`src/rtl/boot_loader_if.sv`:
```
// Handshake and bus bundle between the boot loader and its surroundings.
// The slave side is the loader; the master side drives the byte stream and the core's done flag.
interface boot_loader_if;
    logic        in_valid;
    logic [7:0]  in_data;
    logic        in_ready;
    logic        mem_we;
    logic [31:0] mem_addr;
    logic [31:0] mem_wdata;
    logic        core_rst;
    logic        core_done;
    logic        boot_done;
    logic        err;
    logic [31:0] cycle_count;

    modport master (
        output in_valid, in_data, core_done,
        input  in_ready, mem_we, mem_addr, mem_wdata, core_rst, boot_done, err, cycle_count
    );

    modport slave (
        input  in_valid, in_data, core_done,
        output in_ready, mem_we, mem_addr, mem_wdata, core_rst, boot_done, err, cycle_count
    );
endinterface

```
`src/rtl/boot_loader.sv`:
```
// Loads a length-prefixed little-endian byte image into core memory, releases the core,
// then times its run until done or until the cycle limit trips.
module boot_loader #(
    parameter logic [31:0] BASE_ADDR  = 32'h0000_0000,
    parameter int unsigned MAX_WORDS  = 1024,
    parameter int unsigned MAX_CYCLES = 100000
) (
    input  logic          clk_i,
    input  logic          rst_ni,
    boot_loader_if.slave  bus_if
);

    typedef enum logic [2:0] {LEN0, LEN1, DATA, WRITE, RUN, DONE, ERR} state_e;

    state_e      state_q, state_d;
    logic [7:0]  lenLo_q, lenLo_d;
    logic [15:0] wordCount_q, wordCount_d;
    logic [15:0] wordIdx_q, wordIdx_d;
    logic [1:0]  byteCnt_q, byteCnt_d;
    logic [31:0] word_q, word_d;
    logic [31:0] memAddr_q, memAddr_d;
    logic [31:0] memWdata_q, memWdata_d;
    logic [31:0] cycleCount_q, cycleCount_d;
    logic        inReady_q, memWe_q, coreRst_q, bootDone_q, err_q;
    logic [15:0] lenFull;
    logic        xfer;

    // in_ready is registered from the state, so it doubles as the accept qualifier
    assign xfer    = bus_if.in_valid & inReady_q;
    assign lenFull = {bus_if.in_data, lenLo_q};

    always_comb begin
        state_d      = state_q;
        lenLo_d      = lenLo_q;
        wordCount_d  = wordCount_q;
        wordIdx_d    = wordIdx_q;
        byteCnt_d    = byteCnt_q;
        word_d       = word_q;
        memAddr_d    = memAddr_q;
        memWdata_d   = memWdata_q;
        cycleCount_d = cycleCount_q;
        case (state_q)
            LEN0: begin
                if (xfer) begin
                    lenLo_d = bus_if.in_data;
                    state_d = LEN1;
                end
            end
            LEN1: begin
                if (xfer) begin
                    if (lenFull == 16'd0 || 32'(lenFull) > 32'(MAX_WORDS)) begin
                        state_d = ERR;
                    end else begin
                        wordCount_d = lenFull;
                        wordIdx_d   = 16'd0;
                        byteCnt_d   = 2'd0;
                        state_d     = DATA;
                    end
                end
            end
            DATA: begin
                if (xfer) begin
                    word_d[{byteCnt_q, 3'b000} +: 8] = bus_if.in_data;
                    byteCnt_d = byteCnt_q + 2'd1;
                    if (byteCnt_q == 2'd3) begin
                        memAddr_d  = BASE_ADDR + {14'd0, wordIdx_q, 2'b00};
                        memWdata_d = word_d;
                        state_d    = WRITE;
                    end
                end
            end
            WRITE: begin
                wordIdx_d = wordIdx_q + 16'd1;
                state_d   = (wordIdx_q == wordCount_q - 16'd1) ? RUN : DATA;
            end
            RUN: begin
                if (bus_if.core_done) begin
                    state_d = DONE;
                end else if (cycleCount_q == 32'(MAX_CYCLES)) begin
                    state_d = ERR;
                end else begin
                    cycleCount_d = cycleCount_q + 32'd1;
                end
            end
            DONE, ERR: begin
                state_d = state_q;
            end
            default: begin
                state_d = LEN0;
            end
        endcase
    end

    // Outputs are decoded from the next state so they line up with the state register
    always_ff @(posedge clk_i or negedge rst_ni) begin
        if (!rst_ni) begin
            state_q      <= LEN0;
            lenLo_q      <= 8'd0;
            wordCount_q  <= 16'd0;
            wordIdx_q    <= 16'd0;
            byteCnt_q    <= 2'd0;
            word_q       <= 32'd0;
            memAddr_q    <= BASE_ADDR;
            memWdata_q   <= 32'd0;
            cycleCount_q <= 32'd0;
            inReady_q    <= 1'b0;
            memWe_q      <= 1'b0;
            coreRst_q    <= 1'b1;
            bootDone_q   <= 1'b0;
            err_q        <= 1'b0;
        end else begin
            state_q      <= state_d;
            lenLo_q      <= lenLo_d;
            wordCount_q  <= wordCount_d;
            wordIdx_q    <= wordIdx_d;
            byteCnt_q    <= byteCnt_d;
            word_q       <= word_d;
            memAddr_q    <= memAddr_d;
            memWdata_q   <= memWdata_d;
            cycleCount_q <= cycleCount_d;
            inReady_q    <= (state_d == LEN0) || (state_d == LEN1) || (state_d == DATA);
            memWe_q      <= (state_d == WRITE);
            coreRst_q    <= (state_d != RUN);
            bootDone_q   <= (state_d == DONE);
            err_q        <= (state_d == ERR);
        end
    end

    assign bus_if.in_ready    = inReady_q;
    assign bus_if.mem_we      = memWe_q;
    assign bus_if.mem_addr    = memAddr_q;
    assign bus_if.mem_wdata   = memWdata_q;
    assign bus_if.core_rst    = coreRst_q;
    assign bus_if.boot_done   = bootDone_q;
    assign bus_if.err         = err_q;
    assign bus_if.cycle_count = cycleCount_q;

endmodule

```
`src/flat_wrapper.sv`:
```
// flat-port wrapper written by rule: the top's interface ports become plain ports
module boot_loader_flat 
#(
    parameter logic [31:0] BASE_ADDR  = 32'h0000_0000,
    parameter int unsigned MAX_WORDS  = 1024,
    parameter int unsigned MAX_CYCLES = 100000
)
  (clk_i, rst_ni, bus_if_in_valid, bus_if_in_data, bus_if_core_done, bus_if_in_ready, bus_if_mem_we, bus_if_mem_addr, bus_if_mem_wdata, bus_if_core_rst, bus_if_boot_done, bus_if_err, bus_if_cycle_count);
  boot_loader_if bus_if_i ();
  input  logic clk_i;
  input  logic rst_ni;
  input wire logic [$bits(bus_if_i.in_valid)-1:0] bus_if_in_valid;
  input wire logic [$bits(bus_if_i.in_data)-1:0] bus_if_in_data;
  input wire logic [$bits(bus_if_i.core_done)-1:0] bus_if_core_done;
  output wire logic [$bits(bus_if_i.in_ready)-1:0] bus_if_in_ready;
  output wire logic [$bits(bus_if_i.mem_we)-1:0] bus_if_mem_we;
  output wire logic [$bits(bus_if_i.mem_addr)-1:0] bus_if_mem_addr;
  output wire logic [$bits(bus_if_i.mem_wdata)-1:0] bus_if_mem_wdata;
  output wire logic [$bits(bus_if_i.core_rst)-1:0] bus_if_core_rst;
  output wire logic [$bits(bus_if_i.boot_done)-1:0] bus_if_boot_done;
  output wire logic [$bits(bus_if_i.err)-1:0] bus_if_err;
  output wire logic [$bits(bus_if_i.cycle_count)-1:0] bus_if_cycle_count;
  assign bus_if_i.in_valid = bus_if_in_valid;
  assign bus_if_i.in_data = bus_if_in_data;
  assign bus_if_i.core_done = bus_if_core_done;
  assign bus_if_in_ready = bus_if_i.in_ready;
  assign bus_if_mem_we = bus_if_i.mem_we;
  assign bus_if_mem_addr = bus_if_i.mem_addr;
  assign bus_if_mem_wdata = bus_if_i.mem_wdata;
  assign bus_if_core_rst = bus_if_i.core_rst;
  assign bus_if_boot_done = bus_if_i.boot_done;
  assign bus_if_err = bus_if_i.err;
  assign bus_if_cycle_count = bus_if_i.cycle_count;
  boot_loader #(.BASE_ADDR(BASE_ADDR), .MAX_WORDS(MAX_WORDS), .MAX_CYCLES(MAX_CYCLES)) u_core (.clk_i(clk_i), .rst_ni(rst_ni), .bus_if(bus_if_i));
endmodule
```
`config.mk`:
```
export PLATFORM = sky130hd
export DESIGN_NAME = boot_loader_flat
export DESIGN_NICKNAME = d
export VERILOG_FILES = /design/src/rtl/boot_loader_if.sv /design/src/rtl/boot_loader.sv /design/src/flat_wrapper.sv
export SDC_FILE = /design/constraint.sdc
export NUM_CORES = 1
export LEC_CHECK = 0
export ABC_CLOCK_PERIOD_IN_PS = 3500
export CAP_MARGIN = 20
export CORE_ASPECT_RATIO = 1.75
export CORE_UTILIZATION = 40
export DETAILED_ROUTE_END_ITERATION = 8
export GPL_TIMING_DRIVEN = 0
export PLACE_DENSITY_LB_ADDON = 0.12
export SETUP_SLACK_MARGIN = 0.1
export SLEW_MARGIN = 40
export SYNTH_ARGS = -nofsm -noshare
export SYNTH_HDL_FRONTEND = slang
export SYNTH_SLANG_ARGS = --single-unit
```
`constraint.sdc`:
```
create_clock -name clk_i -period 3.5 [get_ports clk_i]
set_input_delay 0.7 -clock clk_i [delete_from_list [all_inputs] [get_ports clk_i]]
set_output_delay 0.7 -clock clk_i [all_outputs]
set_load 0.005 [all_outputs]
```
---- Word level (Yosys, flattened, before mapping) ----
Cells that the tools add are included.
storage, ports and cells
  bits in registers ....................... 162
  bits of input ports ..................... 12
operators by class
  shift-type cells ........................ 2
  reductions and logical operators ........ 16
  mux-type cells .......................... 17
  magnitude comparators ................... 1
  bitwise operators ....................... 4
  eq/ne operators ......................... 18
  $add $sub $neg .......................... 5
operators with widths
  kind                                                                      count
  32-bit by 1-bit adder with 32-bit output (second input constant)          1
  32-bit bitwise mux                                                        1
  32-bit by 17-bit equality test with 1-bit output (second input constant)  1
  16-bit two-way mux                                                        2
  16-bit one-hot mux with 2 select lines                                    1
  8-bit by 7-bit variable shift with 32-bit output (first input constant)   1
  8-bit by 7-bit variable part select with 32-bit output                    1
  3-bit two-way mux                                                         8
  3-bit one-hot mux with 6 select lines                                     1
  16-bit by 1-bit adder with 16-bit output (second input constant)          1
  16-bit equality test                                                      1
  16-bit by 11-bit > comparator with 1-bit output (second input constant)   1
  16-bit zero test                                                          1
  16-bit by 1-bit subtractor with 16-bit output (second input constant)     1
  3-bit equality test (second input constant)                               5
  3-bit by 2-bit equality test with 1-bit output (second input constant)    4
  3-bit AND reduction                                                       4
  5-bit negator with 7-bit output                                           1
  3-bit by 1-bit equality test with 1-bit output (second input constant)    2
  3-bit zero test                                                           2
  2-bit two-way mux                                                         3
  2-bit by 1-bit != test with 1-bit output (second input constant)          2
  2-bit one-hot mux with 2 select lines                                     1
  2-bit AND reduction                                                       2
  10 further kinds                                                          15

---- Longest topological paths before layout ----
Gate-level depths: netlist (run 1).
  depth after elaboration ................. 8
  gate-level depth with buffers ........... 9
  gate-level depth less buffers ........... 8

---- Worst setup path after synthesis (run 1) ----
OpenSTA, ideal clock, no wires.
  kind .................................... input to register
  from .................................... input port bus_if_in_data[6]
  to ...................................... register u_core.wordCount_q[10]
  stages on the path ...................... 5
  required time ........................... 3.375 ns
  setup time .............................. 0.125 ns
  slack ................................... 0.845 ns
  arrival time ............................ 2.530 ns
  cells stage by stage .................... buf_2 > or4_1 > a2111oi_4 > buf_2 > mux2_2
between the ends
  cells in the longest elaborated chain, start to end .. 4
  elaborated cells on any way between the ends .. 5
  those cells by class .................... order compare: 1; bitwise: 1; reduce/logical: 3
ends and longest elaborated chain
  element                                                                                     RTL line            text
  start: declaration                                                                          flat_wrapper.sv:13  input wire logic [$bits(bus_if_i.in_data)-1:0] bus_if_in_data;
  16-bit by 11-bit > comparator with 1-bit output / 16-bit zero test (equally long branches)  boot_loader.sv:51   if (lenFull == 16'd0 || 32'(lenFull) > 32'(MAX_WORDS)) begin
  1-bit logical OR *                                                                          boot_loader.sv:51
  1-bit inverter (no line) *                                                                  n/a
  3-bit AND reduction (no line) *                                                             n/a
  end signal: assignment                                                                      boot_loader.sv:114  wordCount_q <= wordCount_d;
  end: declaration                                                                            boot_loader.sv:17   logic [15:0] wordCount_q, wordCount_d;
Mark *: on every way between the ends. The rest lies on a longest branch, timed or not.
A chain may end at the register's enable or synchronous reset.

---- Worst setup path in the final report (run 1) ----
  from .................................... input port bus_if_in_valid
  to ...................................... register u_core.memAddr_q[13], in the netlist u_core.bus_if.mem_addr[13]
between the ends
  cells in the longest elaborated chain, start to end .. 2
ends and longest elaborated chain
  element                        RTL line            text
  start: declaration             flat_wrapper.sv:12  input wire logic [$bits(bus_if_i.in_valid)-1:0] bus_if_in_valid;
  1-bit AND                      boot_loader.sv:29   assign xfer = bus_if.in_valid & inReady_q;
  3-bit AND reduction (no line)  n/a
  end signal: assignment         boot_loader.sv:118  memAddr_q <= memAddr_d;
  end: declaration               boot_loader.sv:21   logic [31:0] memAddr_q, memAddr_d;
No other way between the ends.

==> results of run 1 <==
==> stage by stage <==
stage / util, % / cell area, sq um / worst slack [ns] / hold slack, ns / TNS [ns]
after global placement: 47.83 / 8927 / -4.759 / 0.4704 / -766.22
after global routing: 51.41 / 9594 / 0.3499 / 0.1876 / 0
after detailed placement: 48.21 / 8997 / 0.07134 / 0.4712 / 0
after CTS: 51.30 / 9574 / 0.5119 / 0.1828 / 0
final: 51.41 / 9594 / 0.5491 / 0.1772 / 0
after floorplan: - / 7709 / 0.8450 / 0.4044 / 0
==> routing by layer <==
| layer | wire length [microns] | vias up |
|---|---|---|
| met1 | 7465 | 2956 |
| met3 | 630 | 40 |
| met2 | 10730 | 131 |
| met5 | 0 | - |
| met4 | 746 | 0 |
| li1 | - | 2729 |
==> layout make-up <==
| class | count | area (sq um) | area share (%) |
|---|---|---|---|
| Clock buffer | 24 | 471.7 | 4.917 |
| Tap cell | 238 | 297.8 | 3.104 |
| Inverter | 10 | 37.54 | 0.3912 |
| Multi-Input combinational cell | 507 | 3395 | 35.38 |
| Sequential cell | 162 | 4055 | 42.27 |
| Timing Repair Buffer | 94 | 980.9 | 10.22 |
| Clock inverter | 6 | 105.1 | 1.095 |
| Buffer | 49 | 251.5 | 2.621 |
==> cells by family after synthesis <==
logic type / count (synthesis) / share of synthesized area [%]
flops: 162 / 52.99
xor+xnor: 63 / 7.211
fa+ha+maj: 10 / 1.635
buf+inv: 59 / 3.777
mux: 33 / 4.856
compound gates: 134 / 11.64
simple gates: 251 / 17.84
other cells: 1 / 0.04900
==> registers in the layout, indices dropped and copies added, names as in the netlist <==
signal and cells:
u_core.bus_if.mem_we 1, u_core.wordCount_q 16, u_core.byteCnt_q 2, u_core.bus_if.err 1
u_core.bus_if.cycle_count 32, u_core.word_q 32, u_core.bus_if.in_ready 1, u_core.bus_if.boot_done 1
u_core.bus_if.core_rst 1, u_core.bus_if.mem_addr 16, u_core.lenLo_q 8, u_core.state_q 3
u_core.bus_if.mem_wdata 32, u_core.wordIdx_q 16
==> worst reg2reg max path, cell delays in order (launching register included) <==
cell	delay [ns]
dfrtp_1	0.44
or4_4	0.59
nor4_4	0.33
mux2_2	0.39
a2111oi_2	0.29
nor4b_4	0.42
o41ai_2	0.14
==> power groups by stage <==
stage / logic [uW] / registers [uW] / clock network [uW]
2_1_floorplan: 1340 / 2780 / 0
3_3_place_gp: 2190 / 2880 / 0
3_5_place_dp: 2260 / 2900 / 0
4_1_cts: 2270 / 2880 / 1900
5_1_grt: 2510 / 2960 / 1980
6_report: 2260 / 2880 / 1850
==> final timing paths <==
path                            cells after the start                          end  slack (ns)                   startpoint
worst max-delay path                                9   u_core.bus_if.mem_addr[13]        0.55              bus_if_in_valid
worst min-delay path                                1    u_core.bus_if.mem_addr[2]        0.18                       rst_ni
worst max register to register                      6       u_core.bus_if.in_ready        0.77        u_core.wordCount_q[2]
worst min register to register                      2  u_core.bus_if.mem_wdata[19]        0.48  u_core.bus_if.mem_wdata[19]
max in group asynchronous                           3  u_core.bus_if.mem_wdata[20]        2.37                       rst_ni
min in group clk_i                                  2  u_core.bus_if.mem_wdata[19]        0.48  u_core.bus_if.mem_wdata[19]
==> cells in the final DEF, fill, tap and decap left out, types with 10 or more instances in the layout <==
cell,n
a21oi_1,37
buf_4,16
ha_1,10
o21ai_0,44
nand2_1,70
nor2_1,34
clkdlybuf4s50_1,91
xnor2_1,38
mux2_2,33
clkbuf_16,17
nand4_1,18
nor3_1,10
conb_1,16
dfrtp_1,161
nand3_1,21
a22o_1,32
nor4_1,10
nor2b_1,39
clkbuf_1,31
xor2_1,25
==> results.md, run 1 <==
* Status: finished, final reports clean
* Antenna diodes at 0
* RSZ-0062 raised after global routing: false
* Clock Path Buffers at 2
* Chip height at 185.0 microns
* CTS resizes at 0
* Met3 GRT Util at 4.046%
* Grt ovf at 0
* Initial core utilization at 41.00%
* Final hold vios at 0
* Leakage at 0.004077 uW
* Top cells by area, synth: dfrtp_1, mux2_2, xnor2_1, a22o_1, nand2_1
* Hold_buf cts at 0
* Gate Count Post-Synth at 713
* GR Util met2 at 38.36%
* CTS tree: yes
* Final Max Slew Viols at 0
* Filler cells at 1760
* Global-route wire length before repair at 31820 microns
* # setup viols final at 0
* Area leader, netlist: dfrtp_1
* MaxCap Viol Count at 0
* Critical-path maximum fanout at 10
* Register bit count reported by yosys at 162
* Clk sinks at 162
* Crit-path leading delay family: buffers and inverters
* Synth top area share at 52.65%
* Avg Inst Size Synth at 10.73 sq um
* Worst Path Buf+Inv at 5
* Slowest stage cell, crit path: clkdlybuf4s50_1
* Die W at 106.6 microns
* Number of port buffers at 92
* GR Util met1 at 22.70%
* DR WL/cell at 17.96 microns
* Crit path kind: input pin to register
* FP Rows at 66
* H-Tree Depth at 4
* Initial drt markers at 247
* Setup repair bufs after CTS at 0
* Die area at 19710 sq um
* Final min period at 2.951 ns
* GP Congestion at 0.8610
* Nets at 863
* CTS Buf Count at 17
* Detailed Place HPWL at 14210 microns
* Ys flop type: dfrtp_1
* Root buffer cell: clkbuf_16
* Number of enable flip-flop cells after synthesis at 0
* Max Freq at 338.9 MHz
* Max IR drop VDD at 306.4 uV
* Worst min path class: input pin to async pin
* Final period util at 84.31%
* Share of layout cells above drive strength 1 at 11.74%
* Worst-path clk slew at 0.06 ns
* Count leader, synth: dfrtp_1
* Vias in the first global route at 6138
* Residual DRC at 0
* Placed cells at 1060
* Synth top cells by count: dfrtp_1, nand2_1, o21ai_0
* YS warnings at 0
* Sequential area share after synthesis at 52.99%
* Sequential share of power at 41.2%
* Worst slew pin tran at 0.6642 ns
* Area Growth Syn to Fin at 25.38%
* Fraction of registers with async set/reset at 100.0%
* Total power at 6990 uW
* Via Count at 5856
* Yosys cell types at 62
* Largest net degree at the start of global routing at 69
* Core area at 18660 sq um
* Gate power share at 32.3%
* Sw Share at 32.54%
* CP startpoint kind: input pin
* DRT Wirelength at 19570 microns
* Int Power at 4716 uW
* Clk network pwr share at 26.5%
* Power per cell area at 728.6 nW/um^2
* CP arrival at 3.25 ns
* Synthesized area at 7652 sq um
* Initial antenna violation count at 0
* Non-Filler Instances at 1090
* Cells along the critical path: clkdlybuf4s50_1 > and3b_1 > clkbuf_1 > and2_1 > buf_2 > nand2_1 > inv_2 > buf_2 > mux2_2
* WP data required at 3.80 ns
* Boundary pin count at 113
* Final Skew at 0.009216 ns
* Busiest grt layer: met2
* GRT Util Overall at 21.04%
* Post-DRT Antenna Nets at 0
* CP endpoint kind: register
* Delay of the slowest critical-path stage at 0.50 ns
* Net Switching at 2274 uW
* Pre-antenna DRT Iters at 4
* Vias/cell at 5.372
* Clock Latency Late Sink at 0.42 ns
* Max-slew headroom at 55.72%
* Critical Path Most Common Cell: buf_2
No activity file was read; power rests on OpenSTA's default activity.
==> inputs of run 2 (changes only) <==
ABC_CLOCK_PERIOD_IN_PS = 3100   (was 3500)
clock period = 3.1 ns   (was 3.5 ns; I/O delays follow)
==> run 2 against run 1 <==
Core utilization hardly changed. Final cell count unchanged. Wire length is essentially flat. Global-route usage unchanged. Non-clock buffer count unchanged. Worst setup slack got worse by 0.27 ns. Via count about the same. Clock skew barely moved. Combinational power grew 13%. Critical path type unchanged. Critical endpoint unchanged. Largest cell class unchanged.
==> results.md, run 2 (same netlist as run 1, synthesis figures left out) <==
* R2r worst-path depth at 6 (unchanged)
* Worst R2R Setup Slack at 0.37 ns (-0.40 ns)
* Root buffer cell: clkbuf_16
* Area Growth Syn to Fin at 25.43% (about the same)
* Final period util at 91.08%
* RSZ-0062 raised after global routing: false
* Share of layout cells above drive strength 1 at 11.85% (+0.12 points)
* Initial antenna violation count at 0 (unchanged)
* Residual DRC at 0 (unchanged)
* Via Count at 5853 (-0.051%)
* Max IR drop VDD at 345.9 uV (+13%)
* Int Power at 5327 uW (+13%)
* Critical-path maximum fanout at 10 (unchanged)
* Detailed Place HPWL at 14210 microns (unchanged)
* Nets at 863 (unchanged)
* Core area at 18660 sq um (unchanged)
* # setup viols final at 0 (unchanged)
* Number of port buffers at 92 (unchanged)
* Setup repair bufs after CTS at 0 (unchanged)
* Cells along the critical path: clkdlybuf4s50_1 > and3b_1 > clkbuf_1 > and2_1 > buf_2 > nand2_1 > inv_2 > clkbuf_4 > mux2_2
* Worst min path class: input pin to async pin
* Sequential share of power at 41.2% (about the same)
* Setup slack after layout at 0.2765 ns (-0.2726 ns)
* Placed cells at 1060 (unchanged)
* Leakage at 0.004079 uW (about the same)
* Gate power share at 32.3% (about the same)
* Net Switching at 2568 uW (+13%)
* CP endpoint kind: register
* Most common cell after layout, fill and taps aside: dfrtp_1
* Clock Path Buffers at 2 (unchanged)
* Hold WS at 0.09715 ns (-0.08003 ns)
* Power per cell area at 822.5 nW/um^2 (+13%)
* Delay of the slowest critical-path stage at 0.50 ns (about the same)
* Initial core utilization at 41.00% (unchanged)
* Filler cells at 1761 (+0.057%)
* Crit path kind: input pin to register
* Max Freq at 354.2 MHz
* Post-DRT Antenna Nets at 0 (unchanged)
* Boundary pin count at 113 (unchanged)
* Worst-path clk slew at 0.06 ns (about the same)
* Pre-antenna DRT Iters at 4 (unchanged)
* CTS Buf Count at 17 (unchanged)
* CTS tree: yes
* Die area at 19710 sq um (unchanged)
* Max-slew headroom at 55.72% (about the same)
* H-Tree Depth at 4 (unchanged)
* Commonest non-fill, non-tap cells in the layout: dfrtp_1, clkdlybuf4s50_1, nand2_1, o21ai_0, nor2b_1
* Die W at 106.6 microns (unchanged)
* GRT Util Overall at 21.04% (unchanged)
* Dpl ws at -0.2487 ns (-0.3200 ns)
* Sw Share at 32.53% (about the same)
* Vias/cell at 5.370 (about the same)
* Antenna diodes at 0 (unchanged)
* GP Congestion at 0.8610 (unchanged)
* Vias in the first global route at 6138 (unchanged)
* Non-Filler Instances at 1090 (unchanged)
* Largest net degree at the start of global routing at 69 (unchanged)
* Clk network pwr share at 26.5% (about the same)
* Grt ovf at 0 (unchanged)
* Final Max Slew Viols at 0 (unchanged)
* Final min period at 2.823 ns
* FF-to-FF End: u_core.bus_if.in_ready
* Final hold vios at 0 (unchanged)
* CP startpoint kind: input pin
* Final Skew at 0.009216 ns (-0.0000003600 ns)
* WP data required at 3.40 ns (-0.40 ns)
* DR WL/cell at 17.95 microns (about the same)
* Initial drt markers at 247 (unchanged)
* CP arrival at 3.12 ns (-0.13 ns)
* Chip height at 185.0 microns (unchanged)
* Reg2reg start: u_core.wordCount_q[2]
* Clock Latency Late Sink at 0.42 ns (about the same)
* Status: finished, final reports clean
* Fin Setup TNS at 0 ns (unchanged)
* Hold_buf cts at 0 (unchanged)
* Clk sinks at 162 (unchanged)
* DRT Wirelength at 19570 microns (about the same)
* Worst slew pin tran at 0.6642 ns (+0.00002468 ns)
* Slowest stage cell, crit path: clkdlybuf4s50_1
* Global-route wire length before repair at 31820 microns (unchanged)
* MaxCap Viol Count at 0 (unchanged)
* CTS resizes at 0 (unchanged)
* FP Rows at 66 (unchanged)
-- run 2: cell types whose count changed in the layout (fill, tap and decap cells not counted), sizes merged --
cell    change
clkbuf      +1
buf         -1
-- run 2: final cells by class --
class | instances | area, sq um | share of cell area [%]
clock inverter | 6 | 105.1 | 1.095
multi-input combinational | 507 | 3395 | 35.37
timing repair buffer | 94 | 980.9 | 10.22
tap | 238 | 297.8 | 3.103
clock buffer | 24 | 471.7 | 4.915
buffer | 49 | 255.2 | 2.659
sequential | 162 | 4055 | 42.25
inverter | 10 | 37.54 | 0.3911
-- run 2: worst max-delay path by stage --
stage / start / end / slack [ns] / cells after the start
CTS: bus_if_in_valid / u_core.bus_if.mem_addr[16] / 0.19 / 9
global route: bus_if_in_valid / u_core.bus_if.mem_addr[14] / 0.14 / 9
global placement: rst_ni / u_core.bus_if.mem_wdata[16] / -5.08 / 1
detailed placement: bus_if_in_valid / u_core.bus_if.mem_addr[16] / -0.25 / 9
finish: bus_if_in_valid / u_core.bus_if.mem_addr[13] / 0.28 / 9
floorplan: bus_if_in_data[6] / u_core.wordCount_q[10] / 0.53 / 5
-- run 2: power by group through the flow --
stage / sequential, uW / clock, uW / combinational, uW
final: 3250 / 2090 / 2550
after global routing: 3340 / 2230 / 2840
after CTS: 3250 / 2140 / 2560
after detailed placement: 3280 / 0 / 2550
after global placement: 3250 / 0 / 2480
after floorplan: 3140 / 0 / 1510
-- run 2: through the flow --
step	power (uW)	cell area (sq um)	utilization, %
after floorplan	4651	7709	-
after global placement	5730	8927	47.83
after detailed placement	5824	8997	48.21
after CTS	7950	9574	51.30
after global routing	8407	9598	51.43
final	7895	9598	51.43
-- run 2: layer usage --
metal | wire [microns] | GRT usage [%] | up-vias
li1 | - | - | 2730
met1 | 7464 | 22.70 | 2954
met2 | 10730 | 38.36 | 129
met3 | 630 | 4.046 | 40
met4 | 745 | 11.34 | 0
met5 | 0 | 0 | -
-- run 2: critical path, delay by kind of cell --
kind          cells  cell delay, ns
simple gates      3            0.56
mux               1            0.35
buf+inv           5            1.56
==> inputs of run 3 (changes only) <==
CORE_ASPECT_RATIO = 0.9   (was 1.75)
==> run 3 against run 2 <==
Non-clock buffer count is 3 higher. Cell area hardly changed. Flip-flop and latch count stayed put. Fmax is 0.21% higher. Clock skew is 0.0021 ns higher. Die area is 0.11% lower. Core utilization is 0.21 points higher. Register-to-register slack hardly changed. Largest power group unchanged. Highest routed layer unchanged.
==> results.md, run 3 (same netlist as run 1, synthesis figures left out) <==
* Clock Latency Late Sink at 0.43 ns (about the same)
* DR WL/cell at 16.81 microns (-6.4%)
* Max IR drop VDD at 416.0 uV (+20%)
* Status: finished, final reports clean
* Initial core utilization at 41.18% (+0.18 points)
* Antenna diodes at 0 (unchanged)
* Max-slew headroom at 53.91% (-1.8 points)
* CTS Buf Count at 17 (unchanged)
* WP depth at 9 (unchanged)
* Most common cell after layout, fill and taps aside: dfrtp_1
* Die area at 19690 sq um (-0.11%)
* Nets at 866 (+0.35%)
* Dpl ws at -0.2444 ns (+0.004306 ns)
* Global-route wire length before repair at 30640 microns (-3.7%)
* Final hold vios at 0 (unchanged)
* Reg2reg start: u_core.wordCount_q[0]
* Clock Path Buffers at 2 (unchanged)
* CP endpoint kind: register
* DRT Wirelength at 18500 microns (-5.4%)
* Clk sinks at 162 (unchanged)
* Cells along the critical path: clkdlybuf4s50_1 > and3b_1 > clkbuf_1 > and2_1 > buf_2 > nand2_1 > inv_2 > buf_2 > mux2_2
* Crit path kind: input pin to register
* RSZ-0062 raised after global routing: false
* Initial drt markers at 348 (+41%)
* Final min period at 2.817 ns (-0.005978 ns)
* Delay of the slowest critical-path stage at 0.49 ns (about the same)
* Largest net degree at the start of global routing at 66 (-4.3%)
* GP Congestion at 0.8511 (-1.1%)
* Worst Path Buf+Inv at 5 (unchanged)
* Worst slew pin tran at 0.6914 ns (+0.02719 ns)
* Max Freq at 354.9 MHz (+0.21%)
* Critical Path Most Common Cell: buf_2
* Setup slack after layout at 0.2825 ns (+0.005978 ns)
* Die W at 147.8 microns (+39%)
* R2r worst-path depth at 6 (unchanged)
* GRT Util Overall at 19.93% (-1.1 points)
* Worst R2R Setup Slack at 0.36 ns (about the same)
* WP data required at 3.40 ns (about the same)
* Worst min path class: input pin to async pin
* Fin Setup TNS at 0 ns (unchanged)
* Detailed Place HPWL at 13020 microns (-8.4%)
* Final Skew at 0.01134 ns (+0.002121 ns)
* CP arrival at 3.12 ns (about the same)
* CTS tree: yes
* Area Growth Syn to Fin at 25.41% (about the same)
* Power per cell area at 807.6 nW/um^2 (-1.8%)
* Via Count at 5848 (-0.085%)
* Vias/cell at 5.312 (-1.1%)
* Number of port buffers at 92 (unchanged)
* CP startpoint: bus_if_in_valid
* Placed inst area at 9019 sq um (+0.24%)
* Residual DRC at 0 (unchanged)
* Worst Setup EP: u_core.bus_if.mem_addr[9]
* CTS resizes at 0 (unchanged)
* Final Max Slew Viols at 0 (unchanged)
* H-Tree Depth at 4 (unchanged)
* Final Cell Area at 9597 sq um (about the same)
* Worst-path clk slew at 0.06 ns (about the same)
* FF-to-FF End: u_core.state_q[1]
* Commonest non-fill, non-tap cells in the layout: dfrtp_1, clkdlybuf4s50_1, nand2_1, o21ai_0, nor2b_1
* # setup viols final at 0 (unchanged)
* Crit-path leading delay family: buffers and inverters
* Share of layout cells above drive strength 1 at 12.62% (+0.76 points)
* Slowest stage cell, crit path: clkdlybuf4s50_1
* Core area at 18580 sq um (-0.43%)
* Post-DRT Antenna Nets at 0 (unchanged)
* Vias in the first global route at 5815 (-5.3%)
* FP Rows at 47 (-29%)
* Initial antenna violation count at 0 (unchanged)
* Final period util at 90.89% (-0.19 points)
* Pre-antenna DRT Iters at 5 (+1)
* Critical-path maximum fanout at 10 (unchanged)
* Boundary pin count at 113 (unchanged)
* Grt ovf at 0 (unchanged)
* CP startpoint kind: input pin
* Chip height at 133.2 microns (-28%)
* Root buffer cell: clkbuf_16
* MaxCap Viol Count at 0 (unchanged)
* Leakage at 0.004073 uW (-0.15%)
## run 3: cell count changes in the layout (fill, tap and decap cells not counted), moves of 2 or more
cell,change
clkinv_2,+2
clkbuf_1,-3
bufinv_16,-2
buf_4,+3
clkinvlp_4,+4
## run 3: what timing repair did
action                     in CTS  in global routing
setup endpoints to repair       0                 15
setup buffers                   0                  3
hold buffers                    0                  0
## run 3: layer usage
metal	vias to the layer above	wire length (microns)	track usage, %	share of wire (%)
met5	-	0	0	0
met4	0	320	6.930	1.7
met3	21	724	4.281	3.9
met2	132	8765	30.82	47
met1	2942	8692	27.71	47
li1	2753	-	-	-
## run 3: report_power, final
| group | switching (uW) | internal [uW] |
|---|---|---|
| combinational | 1230 | 1300 |
| clock | 833 | 1160 |
| sequential | 508 | 2720 |
## run 3: area by class of cell
cell class / count / area [sq um]
buffer: 49 / 251.5
fill: 1702 / 8986
clock inverter: 10 / 85.08
timing repair buffer: 97 / 996.0
inverter: 10 / 37.54
multi-input combinational: 507 / 3395
tap: 245 / 306.5
sequential: 162 / 4055
clock buffer: 21 / 470.5
## run 3: how the worst min path moves through the flow
stage                                             end                        start  slack [ns]
after floorplan               u_core.bus_if.boot_done                       rst_ni        0.32
after global placement    u_core.bus_if.mem_wdata[11]  u_core.bus_if.mem_wdata[11]        0.47
after detailed placement   u_core.bus_if.mem_wdata[1]   u_core.bus_if.mem_wdata[1]        0.47
after CTS                  u_core.bus_if.mem_wdata[0]                       rst_ni        0.16
after global routing      u_core.bus_if.mem_wdata[31]                       rst_ni        0.18
final                     u_core.bus_if.mem_wdata[31]                       rst_ni        0.15
## run 3: through the flow
stage	utilization, %	total power (uW)	cells	hold WS, ns
final	51.64	7750	1101	0.1462
after global routing	51.64	8254	1101	0.1821
after CTS	51.52	7821	1098	0.1615
after detailed placement	48.53	5797	1067	0.4694
after global placement	48.09	5672	1065	0.4717
after floorplan	-	4651	728	0.3244
